`src/rtl/fe_phy_sequencer.sv`:
```
// fe_phy_sequencer: drives the USB front-end PHY configuration pins.
// Runs the power-up PHY reset, resolves the effective bus speed, applies
// xcvrsel/termsel, waits out a settle interval, then reports ready.
// Build option: define FE_PHY_RESET_EN to include the PHY reset phase;
// without it the PHY reset pin is held low and INIT goes straight to APPLY.
//
// state    | meaning
// ---------+-----------------------------------------------------------
// INIT     | one idle cycle after reset or restart
// PHY_RST  | PHY reset pin asserted for pRESET_CYCLES cycles
// APPLY    | latch target xcvrsel/termsel onto the pins, load settle timer
// SETTLE   | wait pSETTLE_CYCLES; a config change re-enters APPLY
// READY    | PHY configured and settled; a config change re-enters APPLY

module fe_phy_sequencer #(
    parameter int pRESET_CYCLES  = 64,
    parameter int pSETTLE_CYCLES = 1024
) (
    input  logic       cwusb_clk,
    input  logic       reset_i,
    input  logic [1:0] I_usb_speed,
    input  logic [1:0] I_auto_speed,
    input  logic [1:0] I_xcvrsel_auto,
    input  logic       I_termsel_auto,
    input  logic       I_restart,
    output logic       O_fe_reset,
    output logic [1:0] O_fe_xcvrsel,
    output logic       O_fe_termsel,
    output logic [1:0] O_fe_opmode,
    output logic       O_fe_suspendn,
    output logic       O_ready,
    output logic [2:0] O_state
);

    // Speed encodings shared with the register block
    localparam logic [1:0] USB_SPEED_AUTO = 2'd0;
    localparam logic [1:0] USB_SPEED_LS   = 2'd1;
    localparam logic [1:0] USB_SPEED_FS   = 2'd2;
    localparam logic [1:0] USB_SPEED_HS   = 2'd3;

    localparam int CNT_MAX = (pRESET_CYCLES > pSETTLE_CYCLES) ? pRESET_CYCLES : pSETTLE_CYCLES;
    localparam int CNT_W   = $clog2(CNT_MAX + 1);

    localparam logic [CNT_W-1:0] CNT_ONE    = CNT_W'(1);
    localparam logic [CNT_W-1:0] SET_LOAD   = CNT_W'(pSETTLE_CYCLES - 1);
`ifdef FE_PHY_RESET_EN
    localparam logic [CNT_W-1:0] RST_LOAD   = CNT_W'(pRESET_CYCLES - 1);
`endif

    typedef enum logic [2:0] {
        ST_INIT    = 3'd0,
        ST_PHY_RST = 3'd1,
        ST_APPLY   = 3'd2,
        ST_SETTLE  = 3'd3,
        ST_READY   = 3'd4
    } state_t;

    state_t           state, state_nxt;
    logic [CNT_W-1:0] cnt, cnt_nxt;
    logic [1:0]       eff_speed;
    logic [1:0]       tgt_xcvrsel;
    logic             tgt_termsel;
    logic [1:0]       xcvrsel_q;
    logic             termsel_q;
    logic             ready_q;
    logic             cfg_diff;

    // Resolve the effective speed and the pin configuration it calls for
    always_comb begin
        eff_speed   = I_usb_speed;
        tgt_xcvrsel = I_xcvrsel_auto;
        tgt_termsel = I_termsel_auto;
        if (I_usb_speed == USB_SPEED_AUTO)
            eff_speed = I_auto_speed;
        case (eff_speed)
            USB_SPEED_LS: begin tgt_xcvrsel = 2'b10; tgt_termsel = 1'b1; end
            USB_SPEED_FS: begin tgt_xcvrsel = 2'b01; tgt_termsel = 1'b1; end
            USB_SPEED_HS: begin tgt_xcvrsel = 2'b00; tgt_termsel = 1'b0; end
            default:      ;
        endcase
    end

    assign cfg_diff = ({tgt_xcvrsel, tgt_termsel} != {xcvrsel_q, termsel_q});

    // Next-state and timer logic; restart overrides any config change
    always_comb begin
        state_nxt = state;
        cnt_nxt   = cnt;
        case (state)
            ST_INIT: begin
`ifdef FE_PHY_RESET_EN
                state_nxt = ST_PHY_RST;
                cnt_nxt   = RST_LOAD;
`else
                state_nxt = ST_APPLY;
`endif
            end
            ST_PHY_RST: begin
                if (cnt == '0)
                    state_nxt = ST_APPLY;
                else
                    cnt_nxt = cnt - CNT_ONE;
            end
            ST_APPLY: begin
                state_nxt = ST_SETTLE;
                cnt_nxt   = SET_LOAD;
            end
            ST_SETTLE: begin
                if (cfg_diff)
                    state_nxt = ST_APPLY;
                else if (cnt == '0)
                    state_nxt = ST_READY;
                else
                    cnt_nxt = cnt - CNT_ONE;
            end
            ST_READY: begin
                if (cfg_diff)
                    state_nxt = ST_APPLY;
            end
            default: state_nxt = ST_INIT;
        endcase
        if (I_restart && (state != ST_INIT))
            state_nxt = ST_INIT;
    end

    // State, timer and registered output pins
    always_ff @(posedge cwusb_clk) begin
        if (reset_i) begin
            state     <= ST_INIT;
            cnt       <= '0;
            xcvrsel_q <= 2'b01;
            termsel_q <= 1'b1;
            ready_q   <= 1'b0;
        end else begin
            state   <= state_nxt;
            cnt     <= cnt_nxt;
            ready_q <= (state_nxt == ST_READY);
            if (state == ST_APPLY) begin
                xcvrsel_q <= tgt_xcvrsel;
                termsel_q <= tgt_termsel;
            end
        end
    end

`ifdef FE_PHY_RESET_EN
    logic fe_reset_q;

    // PHY reset pin follows the state the sequencer is about to enter
    always_ff @(posedge cwusb_clk) begin
        if (reset_i)
            fe_reset_q <= 1'b1;
        else
            fe_reset_q <= (state_nxt == ST_PHY_RST);
    end

    assign O_fe_reset = fe_reset_q;
`else
    assign O_fe_reset = 1'b0;
`endif

    assign O_fe_xcvrsel  = xcvrsel_q;
    assign O_fe_termsel  = termsel_q;
    assign O_fe_opmode   = 2'b01;
    assign O_fe_suspendn = 1'b1;
    assign O_ready       = ready_q;
    assign O_state       = state;

endmodule

```
`config.mk`:
```
export PLATFORM = sky130hd
export DESIGN_NAME = fe_phy_sequencer
export DESIGN_NICKNAME = d
export VERILOG_FILES = /design/src/rtl/fe_phy_sequencer.sv
export SDC_FILE = /design/constraint.sdc
export NUM_CORES = 1
export LEC_CHECK = 0
export BUFFER_PORTS_ARGS = -buffer_cell sky130_fd_sc_hd__buf_2
export CAP_MARGIN = 20
export CORE_MARGIN = 5
export CORE_UTILIZATION = 50
export DETAILED_ROUTE_END_ITERATION = 6
export PLACE_DENSITY = 0.72
export SLEW_MARGIN = 20
export SYNTH_ARGS = -nofsm -noshare
export SYNTH_HDL_FRONTEND = slang
export SYNTH_SLANG_ARGS = --single-unit
export TNS_END_PERCENT = 1
```
`constraint.sdc`:
```
create_clock -name cwusb_clk -period 4.8 [get_ports cwusb_clk]
set_clock_uncertainty 0.05 [all_clocks]
set_input_delay 0.72 -clock cwusb_clk [delete_from_list [all_inputs] [get_ports cwusb_clk]]
set_output_delay 0.72 -clock cwusb_clk [all_outputs]
set_load 0.05 [all_outputs]
```
==> results of run 1 <==
[cells by family after synthesis]
| group | Yosys count | synth area share |
|---|---|---|
| xor gates and xnor gates | 2 | 0.0145 |
| DFF | 18 | 0.299 |
| muxes | 5 | 0.0425 |
| other | 2 | 0.00623 |
| adders and majority gates | 6 | 0.0602 |
| buffers and inverters | 21 | 0.0788 |
| AOI/OAI and AO/OA | 33 | 0.194 |
| and+or+nand+nor | 61 | 0.305 |
[synthesized netlist by cell type, types with 4 or more instances]
cell and count:
sky130_fd_sc_hd__dfxtp_1 18, sky130_fd_sc_hd__inv_1 9, sky130_fd_sc_hd__nand3_1 8, sky130_fd_sc_hd__clkbuf_1 7, sky130_fd_sc_hd__nor2_1 7, sky130_fd_sc_hd__a31oi_1 6, sky130_fd_sc_hd__nand2_1 6, sky130_fd_sc_hd__nor3_1 6
sky130_fd_sc_hd__or3_1 6, sky130_fd_sc_hd__a211oi_1 5, sky130_fd_sc_hd__ha_1 5, sky130_fd_sc_hd__nand2b_1 5, sky130_fd_sc_hd__o21ai_0 5, sky130_fd_sc_hd__buf_4 4, sky130_fd_sc_hd__mux2i_1 4
[power by group through the flow]
stage	clock network [W]	registers (W)	logic, W
3_3_place_gp	0	0.000210	0.000204
2_1_floorplan	0	0.000222	0.000156
6_report	0.0000944	0.000209	0.000211
4_1_cts	0.0000992	0.000209	0.000211
5_1_grt	0.000107	0.000215	0.000235
3_5_place_dp	0	0.000212	0.000210
[worst max-delay path, cell delays in order]
cell,delay [ns]
sky130_fd_sc_hd__buf_2,0.09
sky130_fd_sc_hd__inv_1,0.04
sky130_fd_sc_hd__a21oi_1,0.25
sky130_fd_sc_hd__ha_1,0.30
sky130_fd_sc_hd__mux2i_1,0.37
sky130_fd_sc_hd__mux2i_1,0.29
sky130_fd_sc_hd__nand4_1,0.44
sky130_fd_sc_hd__or4_1,0.67
sky130_fd_sc_hd__mux2i_1,0.13
[how the worst min path moves through the flow]
stage,start,slack [ns],cells after the start,end
6_report,cnt[0],0.46,1,cnt[0]
5_1_grt,cnt[5],0.49,2,cnt[5]
4_1_cts,cnt[0],0.46,1,cnt[0]
3_5_place_dp,cnt[0],0.44,1,cnt[0]
3_3_place_gp,cnt[10],0.43,2,cnt[10]
2_1_floorplan,cnt[10],0.40,2,cnt[10]
[cells in the final DEF, fill, tap and decap left out, types with 4 or more instances in the layout]
cell type and n:
sky130_fd_sc_hd__nand2_1 6, sky130_fd_sc_hd__dfxtp_1 18, sky130_fd_sc_hd__nor2_1 7, sky130_fd_sc_hd__a211oi_1 5, sky130_fd_sc_hd__buf_2 16, sky130_fd_sc_hd__o21ai_0 5, sky130_fd_sc_hd__nand2b_1 5, sky130_fd_sc_hd__nor3_1 6
sky130_fd_sc_hd__nand3_1 8, sky130_fd_sc_hd__ha_1 5, sky130_fd_sc_hd__a31oi_1 6, sky130_fd_sc_hd__mux2i_1 4, sky130_fd_sc_hd__conb_1 4, sky130_fd_sc_hd__inv_1 9, sky130_fd_sc_hd__or3_1 6
[sequential cells by signal (all words and copies together) (netlist names)]
register / cells
cnt: 11
O_fe_termsel: 1
O_fe_xcvrsel: 2
O_state: 3
O_ready: 1
[metal layers]
layer	vias to the layer above	part of all wire	GRT usage
met4	0	0.016	0.0744
li1	569	-	-
met5	-	0	0
met3	5	0.060	0.0370
met2	31	0.47	0.279
met1	538	0.45	0.219
[per-stage QoR]
stage          cell area (um2)  hold slack (ns)  utilization  worst slack [ns]  cells
6_report                  1300            0.455        0.578              1.64    186
3_5_place_dp              1270            0.439        0.562              1.36    182
5_1_grt                   1300            0.492        0.578              1.43    186
4_1_cts                   1300            0.460        0.578              1.67    186
2_1_floorplan             1210            0.404            -              2.02    150
3_3_place_gp              1270            0.434        0.562              1.52    182
[layout make-up]
cell class	count	area (um2)
repair buffers	16	80.1
clock buffers	4	36.3
fillers	221	951
multi-input cells	111	758
well taps	28	35.0
flip-flops and latches	18	360
inverters	9	33.8
==> flow_metrics.py, run 1 <==
metrics = {
    "sta": {
        "worst_slew_pin_slew_ns": 0.658,
        "final_number_of_max_transition_violations": 0,
        "period_needed_ns": 3.16,
        "total_negative_setup_slack_ns": 0,
        "timing.final.hold_violations": 0,
        "relSlewSlack": 0.558,
        "grt_setup_unrepaired": "false",
        "setup_viol": 0,
        "maxClockFrequency_ghz": 0.317,
        "final_worst_path_period_share": 0.658,
    },
    "critical_path": {
        "critical_path.endpoint": "cnt[10]",
        "crit_path_start_kind": "input pin",
        "crit_start": "I_usb_speed[0]",
        "timing.critical_path.required_ns": 4.95,
        "critical_path.endpoint_type": "flop",
        "worst-endpoint-arrival_ns": 3.31,
        "worstPathMaxFanout": 15,
        "worstReg2RegEnd": "cnt[10]",
        "r2r_setup_slack_ns": 2.45,
        "criticalPathCategory": "in -> reg",
        "ff2ff_path_depth": 5,
        "ff_to_ff_start": "O_state[2]",
    },
    "yosys": {
        "synth_seq_cells": 18,
        "synth-main-ff-cell": "sky130_fd_sc_hd__dfxtp_1",
        "yosysWarningCount": 0,
        "yosysTopAreaCell": "sky130_fd_sc_hd__dfxtp_1",
        "synth.lib_cells_used.distinct": 45,
        "ys_async_sr_fraction": 0,
        "synth_sequential_area_ratio": 0.299,
        "syn_avg_cell_area_um2": 8.15,
        "synthesis.instances": 148,
        "synth_area_leaders": "sky130_fd_sc_hd__dfxtp_1 (30%), sky130_fd_sc_hd__ha_1 (5.2%), sky130_fd_sc_hd__mux2i_1 (3.3%), sky130_fd_sc_hd__nand3_1 (3.3%), sky130_fd_sc_hd__a211oi_1 (3.1%)",
        "synth_enable_flop_cells": 0,
        "synth_top_area_frac": 0.299,
        "mappedNetlistArea_um2": 1210,
    },
    "global_routing": {
        "overflow": 0,
        "maximum_number_of_pins_on_one_net_before_global_route_repair": 16,
        "grt_first_pass_wirelength_um": 4680,
        "grt_pass1_vias": 1049,
        "grt_antenna_before_repair": 0,
        "groute.usage.overall": 0.172,
    },
    "cts": {
        "cts_hold_buffers": 0,
        "clock_sink_count": 18,
        "clk_pin_slew_worst_paths_ns": 0.11,
        "cts_inserted_buffers": 3,
        "clock_tree.root_cell": "sky130_fd_sc_hd__clkbuf_4",
        "deepest_level_of_the_cts_h_tree": 1,
        "clock_latency_ns": 0.30,
        "cts_resized": 0,
        "postCtsSetupRepairBufs": 0,
        "clk_path_buf_depth": 2,
        "cts_tree": "done",
    },
    "layout": {
        "drive_gt1_frac": 0.177,
        "layout.nets": 174,
        "synthToLayoutAreaGrowth_pct": 8.09,
        "antenna_cells": 0,
    },
    "floorplanning": {
        "floorplan.initialDensity": 0.535,
        "die_width_um": 59.1,
        "core_region_area_um2": 2250,
        "floorplan.die_area_um2": 3490,
        "placement_rows": 17,
        "die_height_um": 59.1,
        "io_pins": 21,
    },
    "place": {
        "dp.final_hpwl_um": 2070,
        "io_buffers": 16,
        "routabilityCongestion": 0.848,
    },
    "job": {
        "maxCapViolCount": 0,
    },
    "detailed_routing": {
        "drtIter0Drc": 43,
        "final_routed_wire_length_divided_by_cell_count_um": 14.7,
        "post_drt_via_cell_ratio": 6.15,
        "detail_route.first_pass.iterations": 4,
        "vias": 1143,
        "post_detailed_route_drc_marker_count": 0,
        "postRouteAntennaNets": 0,
        "detail_route.wirelength_um": 2740,
    },
    "pwr": {
        "power.switching_fraction": 0.417,
        "power.sequential.fraction": 0.407,
        "internal_power_w": 0.000300,
        "power_frac_clock": 0.183,
        "peakVddDrop_mv": 0.236,
        "pleak_nw": 0.549,
        "p_sw_w": 0.000215,
        "power_w": 0.000515,
        "cellPowerDensity_nw_per_um2": 395,
        "combPwrFrac": 0.410,
    },
    "hold_path": {
        "min-delay-path-class": "reg -> reg",
    },
    "status": {
        "status": "completed",
    },
}
Power figures use the tool's default switching activity.
==> run 2: changes to the inputs <==
- ABC_AREA: not set -> 1
- clock period: 4.8 -> 3.3 ns (I/O delays scaled with it)
==> flow_metrics.py, run 2 <==
metrics = {
    "status": {
        "status": "completed",
    },
    "detailed_routing": {
        "vias": 1264,
        "final_routed_wire_length_divided_by_cell_count_um": 11.1,
        "postRouteAntennaNets": 0,
        "drtIter0Drc": 60,
        "post_detailed_route_drc_marker_count": 0,
        "post_drt_via_cell_ratio": 5.04,
        "detail_route.first_pass.iterations": 4,
        "detail_route.wirelength_um": 2790,
    },
    "critical_path": {
        "worstReg2RegEnd": "cnt[1]",
        "worst-endpoint-arrival_ns": 2.15,
        "crit_chain": "buf_2 -> inv_1 -> a21oi_1 -> ha_1 -> inv_2 -> nand2_1 -> nand3_1 -> nand2_1 -> nand3_2 -> nand2_4 -> nand2_8 -> o21ai_0 -> nor2_1",
        "ff_to_ff_start": "O_state[1]",
        "ff2ff_path_depth": 9,
        "crit_start": "I_usb_speed[0]",
        "worstPathMaxFanout": 13,
        "crit_path_start_kind": "input pin",
        "critical-path-top-cell-by-count": "sky130_fd_sc_hd__nand2_1",
        "r2r_setup_slack_ns": 1.56,
        "critical_path.endpoint_type": "flop",
        "criticalPathCategory": "in -> reg",
        "critical_path.slowest_cell": "sky130_fd_sc_hd__ha_1",
        "timing.critical_path.required_ns": 3.44,
        "cp.buffers_inverters": 3,
        "critical-path-max-stage-delay_ns": 0.32,
        "cp_top_family": "simple AND/OR/NAND/NOR gates",
    },
    "layout": {
        "largest_reg_flops": 11,
        "layout_commonest_cell": "sky130_fd_sc_hd__nand2_1",
        "layoutNonFillerInstCount": 251,
        "synthToLayoutAreaGrowth_pct": 7.66,
        "layout.nets": 237,
        "layout.core_utilization": 0.574,
        "drive_gt1_frac": 0.235,
        "mostFrequentLayoutCells": "sky130_fd_sc_hd__nand2_1 (45), sky130_fd_sc_hd__inv_1 (27), sky130_fd_sc_hd__nand3_1 (27)",
        "largest_register": "cnt",
        "design_area_um2": 1460,
        "antenna_cells": 0,
    },
    "floorplanning": {
        "die_height_um": 62.1,
        "die_width_um": 62.1,
        "floorplan.die_area_um2": 3850,
        "io_pins": 21,
        "placement_rows": 18,
        "floorplan.initialDensity": 0.533,
        "core_region_area_um2": 2540,
    },
    "pwr": {
        "pleak_nw": 0.717,
        "cellPowerDensity_nw_per_um2": 967,
        "peakVddDrop_mv": 0.546,
    },
    "yosys": {
        "mappedNetlistArea_um2": 1360,
        "yosysTopAreaCell": "sky130_fd_sc_hd__dfxtp_1",
        "yosysWarningCount": 0,
        "synth_enable_flop_cells": 0,
        "synth.lib_cells_used.distinct": 29,
        "synth_seq_cells": 18,
        "synth_top_area_frac": 0.266,
        "ys_async_sr_fraction": 0,
        "syn_avg_cell_area_um2": 6.58,
        "synth.most_common_cell": "sky130_fd_sc_hd__nand2_1",
        "synthesis.instances": 206,
        "synth-main-ff-cell": "sky130_fd_sc_hd__dfxtp_1",
        "synth_top_cells_by_count": "sky130_fd_sc_hd__nand2_1 (45), sky130_fd_sc_hd__inv_1 (27), sky130_fd_sc_hd__nand3_1 (27), sky130_fd_sc_hd__dfxtp_1 (18), sky130_fd_sc_hd__nor2_1 (18)",
        "synth_area_leaders": "sky130_fd_sc_hd__dfxtp_1 (27%), sky130_fd_sc_hd__nand2_1 (12%), sky130_fd_sc_hd__nand3_1 (10%), sky130_fd_sc_hd__inv_1 (7.5%), sky130_fd_sc_hd__a21oi_2 (5.8%)",
        "synth_sequential_area_ratio": 0.266,
    },
    "sta": {
        "maxClockFrequency_ghz": 0.499,
        "final_worst_path_period_share": 0.607,
        "period_needed_ns": 2.00,
        "total_negative_setup_slack_ns": 0,
        "grt_setup_unrepaired": "false",
        "timing.final.hold_violations": 0,
        "final_number_of_max_transition_violations": 0,
        "worst_slack_ns": 1.30,
        "setup_viol": 0,
    },
    "hold_path": {
        "min-delay-path-class": "reg -> reg",
        "endpoint_of_the_worst_hold_path": "cnt[9]",
        "holdCritStartpoint": "cnt[9]",
        "hold_depth": 2,
    },
    "cts": {
        "deepest_level_of_the_cts_h_tree": 1,
        "cts_tree": "done",
        "clk_pin_slew_worst_paths_ns": 0.11,
        "clk_path_buf_depth": 2,
        "postCtsSetupRepairBufs": 0,
        "cts_hold_buffers": 0,
        "clock_sink_count": 18,
        "clock_tree.root_cell": "sky130_fd_sc_hd__clkbuf_4",
        "clock_latency_ns": 0.31,
        "cts_inserted_buffers": 3,
        "cts_resized": 0,
    },
    "global_routing": {
        "groute.usage.overall": 0.169,
        "grt_first_pass_wirelength_um": 4960,
        "overflow": 0,
        "grt_pass1_vias": 1177,
        "maximum_number_of_pins_on_one_net_before_global_route_repair": 16,
        "grt_antenna_before_repair": 0,
    },
    "job": {
        "maxCapViolCount": 0,
    },
    "place": {
        "io_buffers": 16,
        "post-place-ws_ns": 0.995,
        "dp.final_hpwl_um": 2080,
        "routabilityCongestion": 0.775,
        "placed_cells": 247,
        "placed_area_um2": 1420,
    },
}
-- run 2: layer usage --
metal,routed length [um],share of wire,global-route usage
met1,1390,0.50,0.242
met2,1230,0.44,0.257
met3,132,0.047,0.0331
met4,33,0.012,0.0455
met5,0,0,0
-- run 2: tightest hold or removal path: cells and delay by family, from the launching register on --
family	cells	cell delay, ns
AO/OA/AOI/OAI	1	0.04
flip-flops	1	0.34
AND/OR/NAND/NOR	1	0.07
-- run 2: area by class of cell --
cell class | instances | area, um2
Timing Repair Buffer | 16 | 80.1
Clock buffer | 4 | 36.3
Multi-Input combinational cell | 154 | 835
Sequential cell | 18 | 360
Inverter | 29 | 111
Tap cell | 30 | 37.5
Fill cell | 265 | 1080
-- run 2: worst max path at each step --
stage | endpoint | slack, ns | cells past startpoint
CTS | cnt[1] | 1.32 | 13
floorplan | cnt[5] | 1.24 | 13
global placement | cnt[1] | 1.03 | 12
finish | cnt[1] | 1.30 | 13
detailed placement | cnt[1] | 1.0 | 13
global route | cnt[1] | 1.05 | 13
-- run 2: logic make-up (layout without fill, tap and decap cells) --
logic type,after synthesis,after routing,share of synthesized area
adder cells (fa/ha/maj),6,6,0.0535
AND/OR/NAND/NOR,118,118,0.427
buffers and inverters,36,49,0.125
flip-flops,18,18,0.266
other,2,4,0.00554
AO/OA/AOI/OAI,26,26,0.124
-- run 2: power by group --
part | internal (W) | switching, W
sequential | 0.000285 | 0.0000666
combinational | 0.000314 | 0.000598
clock | 0.0000674 | 0.0000801
-- run 2: metrics by stage --
stage / power (W) / hold slack, ns
floorplan: 0.00114 / 0.401
global placement: 0.00125 / 0.421
detailed placement: 0.00126 / 0.423
CTS: 0.00141 / 0.440
global route: 0.00155 / 0.464
finish: 0.00141 / 0.438
